--- src/rtl/friscv_if_stage.sv ---
// FRiscV instruction fetch: owns the PC, issues one imem read per advancing cycle and
// loads IF/ID one cycle later; redirect overrides stall and kills both wrong-path fetches.
module friscv_if_stage #(
  parameter int                ARCH            = 32,
  parameter int                IMEM_ADDR_WIDTH = 12,
  parameter logic [ARCH-1:0]   RESET_PC        = '0
) (
  input  logic                       clk,
  input  logic                       rst,
  input  logic                       stall_i,
  input  logic                       redirect_i,
  input  logic [ARCH-1:0]            redirect_pc_i,
  output logic                       imem_en_o,
  output logic [IMEM_ADDR_WIDTH-1:0] imem_addr_o,
  input  logic [ARCH-1:0]            imem_rdata_i,
  output logic [ARCH-1:0]            if_id_pc_o,
  output logic [ARCH-1:0]            if_id_instr_o,
  output logic                       if_id_valid_o,
  output logic                       misaligned_o
);

  localparam logic [ARCH-1:0] NOP = ARCH'(32'h0000_0013);

  logic [ARCH-1:0] pc_q, pc_d;
  logic [ARCH-1:0] inflight_pc_q, inflight_pc_d;
  logic            inflight_valid_q, inflight_valid_d;
  logic [ARCH-1:0] if_id_pc_q, if_id_pc_d;
  logic [ARCH-1:0] if_id_instr_q, if_id_instr_d;
  logic            if_id_valid_q, if_id_valid_d;
  logic            misaligned_q, misaligned_d;
  logic            advance;

  // A redirect always advances the stage, even if the hazard unit asks for a stall.
  assign advance     = !stall_i | redirect_i;
  assign imem_en_o   = advance;
  assign imem_addr_o = pc_q[IMEM_ADDR_WIDTH-1:0];

  always_comb begin
    pc_d             = pc_q;
    inflight_pc_d    = inflight_pc_q;
    inflight_valid_d = inflight_valid_q;
    if_id_pc_d       = if_id_pc_q;
    if_id_instr_d    = if_id_instr_q;
    if_id_valid_d    = if_id_valid_q;
    misaligned_d     = redirect_i & |redirect_pc_i[1:0];

    if (redirect_i) begin
      pc_d = {redirect_pc_i[ARCH-1:2], 2'b00};
    end else if (!stall_i) begin
      pc_d = pc_q + ARCH'(4);
    end

    // imem holds rdata while disabled, so a held inflight entry still pairs with its data.
    if (advance) begin
      inflight_pc_d    = pc_q;
      inflight_valid_d = !redirect_i;
      if_id_pc_d       = inflight_pc_q;
      if_id_instr_d    = imem_rdata_i;
      if_id_valid_d    = inflight_valid_q & !redirect_i;
    end
  end

  always_ff @(posedge clk or posedge rst) begin
    if (rst) begin
      pc_q             <= RESET_PC;
      inflight_pc_q    <= '0;
      inflight_valid_q <= 1'b0;
      if_id_pc_q       <= '0;
      if_id_instr_q    <= NOP;
      if_id_valid_q    <= 1'b0;
      misaligned_q     <= 1'b0;
    end else begin
      pc_q             <= pc_d;
      inflight_pc_q    <= inflight_pc_d;
      inflight_valid_q <= inflight_valid_d;
      if_id_pc_q       <= if_id_pc_d;
      if_id_instr_q    <= if_id_instr_d;
      if_id_valid_q    <= if_id_valid_d;
      misaligned_q     <= misaligned_d;
    end
  end

  assign if_id_pc_o    = if_id_pc_q;
  assign if_id_instr_o = if_id_instr_q;
  assign if_id_valid_o = if_id_valid_q;
  assign misaligned_o  = misaligned_q;

endmodule
--- config.mk ---
export PLATFORM = sky130hd
export DESIGN_NAME = friscv_if_stage
export DESIGN_NICKNAME = d
export VERILOG_FILES = /design/src/rtl/friscv_if_stage.sv
export SDC_FILE = /design/constraint.sdc
export NUM_CORES = 1
export LEC_CHECK = 0
export CAP_MARGIN = 10
export CORE_MARGIN = 10
export CORE_UTILIZATION = 55
export DETAILED_ROUTE_END_ITERATION = 10
export DONT_BUFFER_PORTS = 1
export GPL_ROUTABILITY_DRIVEN = 1
export PLACE_DENSITY = 0.8
export RECOVER_POWER = 100
export SYNTH_ARGS = -nofsm -noshare
export SYNTH_HDL_FRONTEND = slang
export SYNTH_SLANG_ARGS = --single-unit
--- constraint.sdc ---
create_clock -name clk -period 4.8 [get_ports clk]
set_input_delay 0.72 -clock clk [delete_from_list [all_inputs] [get_ports clk]]
set_output_delay 0.72 -clock clk [all_outputs]
set_load 0.02 [all_outputs]
; Word level (Yosys, flattened, before mapping)
; Index checks and enable logic that the tools add are counted.
[totals]
input_bits = 68
register_bits = 131
[op_classes]
bitwise = 3
muxes = 2
addsub = 1
eq_ne = 1
n_reduce_logical = 3
[op_table]
columns = operator, count
row1 = $mux 32, 2
row2 = $add 32x3->32 const B, 1
row3 = $and 1x1->1, 2
row4 = $logic_not 1->1, 2
row5 = $ne 2x1->1 const B, 1
row6 = $reduce_or 2->1, 1
row7 = $or 1x1->1, 1

; Depth between registers and ports, before layout
[depth]
depth_word = 3
ltp_mapped = 7
ltp_nobuf = 5

; Worst setup path after synthesis
; OpenSTA, ideal clock, no wires.
[synth_path]
path_kind = input-to-output
from = in stall_i
to = out imem_en_o
setup_slack_ps = 2370
t_required_ps = 4080
cell_stages = 5
path_buffers = 3
arrival_ps = 1710
path_cell_list = buf_2 nor2b_1 clkbuf_1 clkbuf_1 inv_1
[synth_via]
elab_chain_cells = 2
[synth_lines]
columns = element, line
row1 = from (decl), 10  ; input logic stall_i,
row2 = $logic_not 1->1, -
row3 = $or 1x1->1, 34  ; assign advance = !stall_i | redirect_i;
row4 = to (decl), 13  ; output logic imem_en_o,
; No other way between the ends.

; Worst setup path in the final report
[layout_path]
from = in redirect_i
to = reg if_id_instr_q[17] (netlist: if_id_instr_o[17])
[layout_via]
elab_chain_cells = 1
[layout_lines]
columns = element, line
row1 = from (decl), 11  ; input logic redirect_i,
row2 = $or 1x1->1, 34
row3 = to (signal assigned), 77  ; if_id_instr_q <= if_id_instr_d;
row4 = to (decl), 28  ; logic [ARCH-1:0] if_id_instr_q, if_id_instr_d;
; No other way between the ends.
; A chain may end at the register's enable or synchronous reset.

==> results.sh <==
export IMPL_status="complete, but fails checks"
export IMPL_violations="capacitance limit, slew limit"
export IMPL_yosysWarnings=0
export IMPL_synth_seq_cells=125
export IMPL_path_clk_slew_ns=0.06
export IMPL_critical_path_max_fanout=50
export IMPL_cts_num_sinks=125
export IMPL_die_w_um=119
export IMPL_setup_tns_ns=0
export IMPL_dp_hpwl_um=8690
export IMPL_crit_start="redirect_i"
export IMPL_rr_endpoint="pc_q[18]"
export IMPL_hold_depth=1
export IMPL_cts_resized=0
export IMPL_cts_hold_buffers=0
export IMPL_netlist_area_um2=5400
export IMPL_drv_cap=3
export IMPL_viasPerCell=5.79
export IMPL_cts_buffers=17
export IMPL_grt_pass1_vias=3415
export IMPL_cts_buffer_depth=2
export IMPL_crit_path_end_kind="flop"
export IMPL_synth_edf_count=0
export IMPL_grt_usage_pct=16.7
export IMPL_layout_drive_gt1_share_pct=27.1
export IMPL_io_pins=147
export IMPL_cts_root_buf="clkbuf_8"
export IMPL_post_route_period_util_pct=62.2
export IMPL_cp_start_kind="primary input"
export IMPL_ir_worst_vdd_uv=171
export IMPL_finish_utilization_pct=62.1
export IMPL_yosys_area_top_type="dfrtp_1"
export IMPL_met1_length_um=4390
export IMPL_htreeDepth=4
export IMPL_slew_headroom_pct=-38.6
export IMPL_drt_pass1_iter_count=5
export IMPL_finalNetCount=498
export IMPL_hold_violations=0
export IMPL_die_y_um=119
export IMPL_r2r_setup_slack_ns=2.38
export IMPL_yosysUniqueCellTypes=42
export IMPL_hold_path_class="in -> reg"
export IMPL_rows=36
export IMPL_final_antenna_net_count=0
export IMPL_reg2reg_depth=5
export IMPL_wl_met2_um=6320
export IMPL_ys_seq_area_share_pct=58.0
export IMPL_rsz0062_at_grt="false"
export IMPL_power_density_nw_per_um2=483
export IMPL_numPortBuffers=0
export IMPL_met3WireLength_um=1000
export IMPL_endpoint="if_id_instr_o[17]"
export IMPL_synth_area_leaders="dfrtp_1 56%, mux2_2 18%, nand2_1 2.3%"
export IMPL_antenna_found_initial=1
export IMPL_grt_pass1_wl_um=19000
export IMPL_maxUsedRoutingLayer="met4"
export IMPL_drtIter0Drc=221
export IMPL_vias=3334
export IMPL_drc=0
export IMPL_p_leak_nw=2.46
export IMPL_clock_skew_ns=0.00677
export IMPL_wl_per_cell_um=20.7
export IMPL_arrival_ns=3.37
export IMPL_start_util_pct=55.8
export IMPL_grt_start_max_net_pins=57
export IMPL_routed_wl_um=11900
export IMPL_maxSlewViolCount=115
export IMPL_coreArea_um2=9680
export IMPL_tightest_slew_ns=2.08
export IMPL_r2r_start="pc_q[2]"
export IMPL_crit_type="in -> reg"
export IMPL_min_period_ns=2.99
export IMPL_async_flop_share_pct=100
export IMPL_grt_ovfl_total=0
export IMPL_setup_viol=0
export IMPL_syn2layout_area_growth_pct=11.3
export IMPL_synth_top_area_share_pct=56.5
export IMPL_required_ns=5.18
export IMPL_post_cts_buffers=0
export IMPL_synth_cells=442
export IMPL_synth_area_per_cell_um2=12.2
export IMPL_dieArea_um2=14200
export IMPL_dominantRegCellSynth="dfrtp_1"
export IMPL_insertion_delay_ns=0.51
export IMPL_fmax_mhz=335
export IMPL_tritoncts="done"
export IMPL_globalplace_congestion=0.804
flip-flops by register name, summed over array words and instances, names as in the netlist:
name and flops:
misaligned_o 1, inflight_valid_q 1, if_id_valid_o 1, if_id_pc_o 30, pc_q 30, inflight_pc_q 30, if_id_instr_o 32
cells by family after synthesis:
kind of cell,count (synthesis),share of synthesized area [%]
flip-flops,125,58.0
AO/OA/AOI/OAI,51,6.07
other,1,0.0694
adder cells (fa/ha/maj),1,0.231
XOR/XNOR,11,1.78
AND/OR/NAND/NOR,116,11.2
multiplexers,86,17.9
buffers and inverters,51,4.84
synthesized netlist by cell type (all sizes together), types with 2 or more instances:
cell	count
o31ai	6
mux2i	2
a31oi	10
nor2	20
clkbuf	20
and4	2
nand2b	2
o31a	3
a311o	6
xnor2	5
nor4	3
o21ai	24
or4	8
or3	3
mux2	84
buf	19
dfstp	3
nand2	33
dfrtp	122
inv	12
and3	4
xor2	6
nor2b	2
nor3	4
nand4	13
nand3	17
per-layer routing:
metal | up-vias | GRT usage (%)
met5 | - | 0
met4 | 0 | 6.18
met3 | 16 | 6.94
met2 | 118 | 28.4
met1 | 1657 | 18.3
li1 | 1543 | -
report_power, final:
group / leakage, nW / internal (mW) / switching, mW
Sequential: 1.47 / 1.17 / 0.200
Clock: 0.297 / 0.883 / 0.442
Combinational: 0.694 / 0.110 / 0.0961
Total: 2.46 / 2.17 / 0.738
critical path, cell delays in order:
cell	delay [ns]
nor2b_4	0.65
clkbuf_1	1.49
mux2_2	0.46
cell type report:
| cell class | count | area [µm²] |
|---|---|---|
| fill | 747 | 3670 |
| timing repair buffer | 4 | 18.8 |
| antenna | 1 | 2.50 |
| clock buffer | 22 | 463 |
| tap | 133 | 166 |
| clock inverter | 10 | 161 |
| inverter | 12 | 46.3 |
| sequential | 125 | 3130 |
| multi-input combinational | 269 | 2020 |
per-stage QoR:
stage	cells	hold WS [ns]	instance area [µm²]	setup WS (ns)	total power, mW
after floorplan	445	0.446	5420	0.757	1.55
after global placement	543	0.459	5410	2.37	1.59
after detailed placement	543	0.476	5410	2.32	1.61
after CTS	575	0.0837	6030	2.38	2.93
after global routing	575	0.280	6010	1.30	3.02
final	576	0.287	6010	1.81	2.91
placed cells by master, fill, tap and decap left out, drive strengths merged, types with 5 or more instances in the layout:
master	Yosys	layout
nand3	17	17
xnor2	5	5
inv	12	11
mux2	84	84
clkbuf	20	25
or4	8	8
a311o	6	6
nor2	20	20
nand2	33	33
xor2	6	6
o31ai	6	6
o21ai	24	24
nand4	13	13
a31oi	10	10
dfrtp	122	122
worst min-delay path by stage:
| stage | startpoint | end | slack, ns |
|---|---|---|---|
| final | stall_i | inflight_valid_q | 0.29 |
| after global routing | stall_i | inflight_valid_q | 0.28 |
| after CTS | rst | if_id_instr_o[12] | 0.08 |
| after detailed placement | inflight_pc_q[16] | inflight_pc_q[16] | 0.48 |
| after global placement | inflight_pc_q[31] | inflight_pc_q[31] | 0.46 |
| after floorplan | inflight_pc_q[12] | inflight_pc_q[12] | 0.45 |
Power figures use the tool's default switching activity.
